[config.mk]
export PLATFORM = sky130hd
export DESIGN_NAME = rx_frame_justify
export DESIGN_NICKNAME = d
export VERILOG_FILES = /design/src/rtl/rx_frame_justify.sv
export SDC_FILE = /design/constraint.sdc
export NUM_CORES = 1
export LEC_CHECK = 0
export CAP_MARGIN = 20
export CORE_MARGIN = 2
export CORE_UTILIZATION = 45
export DETAILED_ROUTE_END_ITERATION = 12
export PLACE_DENSITY = 0.69
export SLEW_MARGIN = 20
export SYNTH_ARGS = -nofsm -noshare
export SYNTH_HDL_FRONTEND = slang
export SYNTH_SLANG_ARGS = --single-unit
[constraint.sdc]
create_clock -name clk -period 1.9 [get_ports clk]
set_input_delay 0.57 -clock clk [delete_from_list [all_inputs] [get_ports clk]]
set_output_delay 0.57 -clock clk [all_outputs]
set_load 0.1 [all_outputs]
[src/rtl/rx_frame_justify.sv]
// UART receive frame assembler: shifts in LSB-first bits, right-justifies each word and queues {data, perr, ferr}.
// Optional build macro RJ_PARITY_CHECK_EN enables parity checking and storage of the perr bit.
module rx_frame_justify #(
  parameter int MAX_BITS   = 8,
  parameter int FIFO_DEPTH = 2
) (
  input  logic                clk,
  input  logic                reset,
  input  logic                start,
  input  logic                bit_stb,
  input  logic                bit_in,
  input  logic [3:0]          word_len,
  input  logic                pen,
  input  logic                ohel,
  input  logic                two_stop,
  output logic [MAX_BITS-1:0] dout,
  output logic                perr,
  output logic                ferr,
  output logic                dout_valid,
  input  logic                dout_ready,
  output logic                ovf,
  input  logic                ovf_clr,
  output logic                busy
);
  localparam int AW = $clog2(FIFO_DEPTH);
  localparam int NW = $clog2(FIFO_DEPTH + 1);
`ifdef RJ_PARITY_CHECK_EN
  localparam int EW = MAX_BITS + 2;
`else
  localparam int EW = MAX_BITS + 1;
`endif

  typedef enum logic [2:0] {IDLE, DATA, PAR, STOP1, STOP2, PUSH} state_t;

  state_t              state;
  logic [MAX_BITS-1:0] sr;
  logic [3:0]          cnt, wl_r, wl_eff;
  logic                pen_r, two_r, ferr_acc;
  logic                perr_bit;

  assign wl_eff = (word_len < 4'd5 || word_len > 4'(MAX_BITS)) ? 4'(MAX_BITS) : word_len;
  assign busy   = (state != IDLE);

  always_ff @(posedge clk) begin
    if (reset) begin
      state    <= IDLE;
      sr       <= '0;
      cnt      <= '0;
      wl_r     <= 4'(MAX_BITS);
      pen_r    <= 1'b0;
      two_r    <= 1'b0;
      ferr_acc <= 1'b0;
    end else if (start) begin
      // start overrides any state; a frame in PUSH still lands in the FIFO this edge
      state    <= DATA;
      sr       <= '0;
      cnt      <= '0;
      wl_r     <= wl_eff;
      pen_r    <= pen;
      two_r    <= two_stop;
      ferr_acc <= 1'b0;
    end else begin
      case (state)
        DATA: if (bit_stb) begin
          sr  <= {bit_in, sr[MAX_BITS-1:1]};
          cnt <= cnt + 4'd1;
          if (cnt + 4'd1 == wl_r) state <= pen_r ? PAR : STOP1;
        end
        PAR: if (bit_stb) state <= STOP1;
        STOP1: if (bit_stb) begin
          ferr_acc <= ferr_acc | ~bit_in;
          state    <= two_r ? STOP2 : PUSH;
        end
        STOP2: if (bit_stb) begin
          ferr_acc <= ferr_acc | ~bit_in;
          state    <= PUSH;
        end
        PUSH:    state <= IDLE;
        default: state <= IDLE;
      endcase
    end
  end

`ifdef RJ_PARITY_CHECK_EN
  logic par_acc, ohel_r;
  always_ff @(posedge clk) begin
    if (reset) begin
      par_acc <= 1'b0;
      ohel_r  <= 1'b0;
    end else if (start) begin
      par_acc <= 1'b0;
      ohel_r  <= ohel;
    end else if (bit_stb && (state == DATA || state == PAR)) begin
      par_acc <= par_acc ^ bit_in;
    end
  end
  assign perr_bit = pen_r & (par_acc ^ ohel_r);
`else
  logic unused_ohel;
  assign unused_ohel = ohel;
  assign perr_bit    = 1'b0;
`endif

  // FIFO
  logic [EW-1:0]       mem [FIFO_DEPTH];
  logic [EW-1:0]       entry, head;
  logic [AW-1:0]       wr_ptr, rd_ptr;
  logic [NW-1:0]       count;
  logic [MAX_BITS-1:0] data_rj;
  logic                push, pop, full, do_push, drop;

  assign data_rj = sr >> (4'(MAX_BITS) - wl_r);
`ifdef RJ_PARITY_CHECK_EN
  assign entry = {data_rj, perr_bit, ferr_acc};
`else
  assign entry = {data_rj, ferr_acc};
`endif

  assign dout_valid = (count != '0);
  assign full       = (count == NW'(FIFO_DEPTH));
  assign push       = (state == PUSH);
  assign pop        = dout_valid && dout_ready;
  assign do_push    = push && (!full || pop);
  assign drop       = push && full && !pop;
  assign head       = mem[rd_ptr];

  assign dout = dout_valid ? head[EW-1 -: MAX_BITS] : '0;
  assign ferr = dout_valid & head[0];
`ifdef RJ_PARITY_CHECK_EN
  assign perr = dout_valid & head[1];
`else
  assign perr = 1'b0;
`endif

  always_ff @(posedge clk) begin
    if (do_push) mem[wr_ptr] <= entry;
  end

  always_ff @(posedge clk) begin
    if (reset) begin
      wr_ptr <= '0;
      rd_ptr <= '0;
      count  <= '0;
      ovf    <= 1'b0;
    end else begin
      if (do_push) wr_ptr <= wr_ptr + 1'b1;
      if (pop)     rd_ptr <= rd_ptr + 1'b1;
      case ({do_push, pop})
        2'b10:   count <= count + 1'b1;
        2'b01:   count <= count - 1'b1;
        default: count <= count;
      endcase
      if (drop)         ovf <= 1'b1;
      else if (ovf_clr) ovf <= 1'b0;
    end
  end
endmodule

==> out/qor.csv <==
metric,value,unit
Finished Cell Area,3260,µm²
share of layout cells above drive strength 1,33.5,%
GRT overflow,0,
RePlAce Congestion,0.824,
FF-to-FF setup slack,120,ps
post-synth design cell area,2240,µm²
syn avg cell area,10.0,µm²
total of max-cap violations,0,
Synth Register Bits,46,
Synth Area in Simple Gates,17.5,%
Sink Count,46,
Final Setup Violations,1,
FP Rows,25,
Initial DRC Count,102,
latest clock arrival within the worst-skew pair,300,ps
chip width,74.5,µm
Synth area leader,dfxtp_1,
post-route ant nets,0,
FMAX,0.525,GHz
CP arrival,1330,ps
full die area,5550,µm²
CTS Buf Count,5,
fraction of registers with async set or reset after synthesis,0,%
H-tree level count,2,
Pleak,1.13,nW
Initial DRT Pass Iterations,5,
Hold Fails Final Rpt,0,
Yosys top cell area share,25.1,%
mux cell area share after synthesis,11.0,%
synth top area cells,"dfxtp_1, edfxtp_1, mux2i_1",
WL/cell,13.5,µm
final hold slack,467,ps
CP Class,register to output pin,
CP required,1330,ps
Longest Clk Path Bufs,2,
Post-synth top cells,"nor2_1, dfxtp_1, nand2_1",
syn nets,240,
initial antenna violation count,0,
vias,1724,
"EDFF count, synth",18,
Post-Synth Adder-Cell Area,1.68,%
CTS root buffer,clkbuf_8,
DR DRC count,0,
Synth Area in Compound Gates,10.2,%
GRT Util Overall,17.8,%
pwr/cell area,558,nW/µm²
die height,74.5,µm
largest family of logic cells by synthesized area,simple AND/OR/NAND/NOR gates,
area delta synth->final,45.9,%
dpl hpwl,3090,µm
I/O pins,27,
number of global-route vias before repair,1605,
nets@finish,285,
Clock Skews,12.3,ps
largest net degree at the start of global routing,17,
most common cell in the synthesized netlist,nor2_1,
XOR/XNOR share of the synthesized area,6.21,%
crit-path max FO,5,
Yosys cell types,45,
status,"finished, violations left",
Synth Flop Type,dfxtp_1,
synth warn,0,
HP Class,register to register,
Max Slew Vio Count,0,
routed vias/inst,5.13,
worst vdd ir,0.000487,V
CTS tree,built,
Cells after Synth,223,
critical path launch point type,register,
hold-fix buffers at CTS,0,
min Tclk post-route,1900,ps
"Seq/Total Area, Yosys",49.2,%
antenna cell count,0,
initial core utilization,47.0,%
placed cell area,2900,µm²
port buffer count,24,
Setup crit end kind,output pin,
clock transition at the registers of the reported paths,90,ps
Finished Layout Cells,336,
WL final,4520,µm
first-pass GRT wire length,7470,µm
Tcrit/Tclk final,100,%
Core Area,4750,µm²
setup ws final,-3.34,ps
unrepaired setup endpoints after global routing,yes,
failing checks,negative setup slack,
cell total after placement,323,
## per-stage QoR
step	total power [mW]	TNS, ps	setup WS, ps	util, %
3_5_place_dp	1.24	-7940	-413	61.0
2_1_floorplan	1.17	0	18.2	-
3_3_place_gp	1.24	-7250	-376	61.0
5_1_grt	1.89	-254	-49.8	68.6
6_report	1.82	-3.34	-3.34	68.6
4_1_cts	1.82	-639	-69.9	66.8
## power by group
part	switching [mW]	internal (mW)
clock	0.341	0.259
combinational	0.0978	0.0890
sequential	0.0115	1.02
## cells in the final DEF (no fill, tap or decap), types with 2 or more instances in the layout
cell type,n
nand3_1,4
nand2_1,26
nand2b_1,4
o21a_1,3
or2_2,2
buf_4,20
dfxtp_4,2
a211oi_1,2
clkbuf_8,5
dfxtp_1,23
inv_1,6
clkdlybuf4s50_1,11
mux4_2,4
edfxtp_1,18
xor2_1,5
buf_6,2
clkinvlp_4,2
xnor2_1,8
a21oi_1,15
dfxtp_2,3
mux2i_4,9
mux2i_1,5
nor3_1,3
ha_4,2
nor4bb_1,2
buf_12,15
o21ai_0,4
nor2_4,11
o22ai_1,2
nor2_1,17
nor2b_1,3
## area by class of cell
type                            count  area, µm²
Multi-Input combinational cell    157       1300
Tap cell                           67       83.8
Sequential cell                    46       1110
Timing Repair Buffer               51        648
Fill cell                         358       1490
Clock inverter                      3       21.3
Inverter                            7       30.0
Clock buffer                        5       68.8
## what timing repair did
| item | CTS | global route |
|---|---|---|
| gates resized for setup | 28 | 14 |
| setup endpoints to repair | 20 | 24 |
| setup buffers | 1 | 1 |
| gates cloned | 1 | 2 |
| pin swaps | 4 | 5 |
## routing by layer
metal | vias up | wire [µm] | GRT usage [%]
li1 | 874 | - | -
met1 | 805 | 2070 | 22.9
met2 | 39 | 2270 | 29.2
met3 | 6 | 122 | 3.79
met4 | 0 | 68 | 7.14
met5 | - | 0 | 0
## worst paths after layout
check	startpoint	depth (start not counted)	endpoint
hold / removal	sr[0]	2	sr[0]
hold reg to reg	sr[0]	2	sr[0]
setup / recovery	register	4	ferr
setup reg to reg	state[1]	7	count[1]
## worst max-delay path, cell delays in order (launching register included)
cell,delay [ps]
dfxtp_4,400
buf_12,150
mux2i_4,260
nor2_4,60
buf_12,160
## registers in the layout (all words and copies together) (netlist names), 2 cells and up, named ones only
signal  cells
sr          8
count       2
cnt         4
mem        18
state       3
wl_r        4
## cells by family after synthesis
group,after synthesis
AND/OR/NAND/NOR,83
flip-flops,46
AO/OA/AOI/OAI,36
buffers and inverters,20
multiplexers,19
XOR/XNOR,15
adder cells (fa/ha/maj),3
other,1
(Power assumes the default switching activity.)
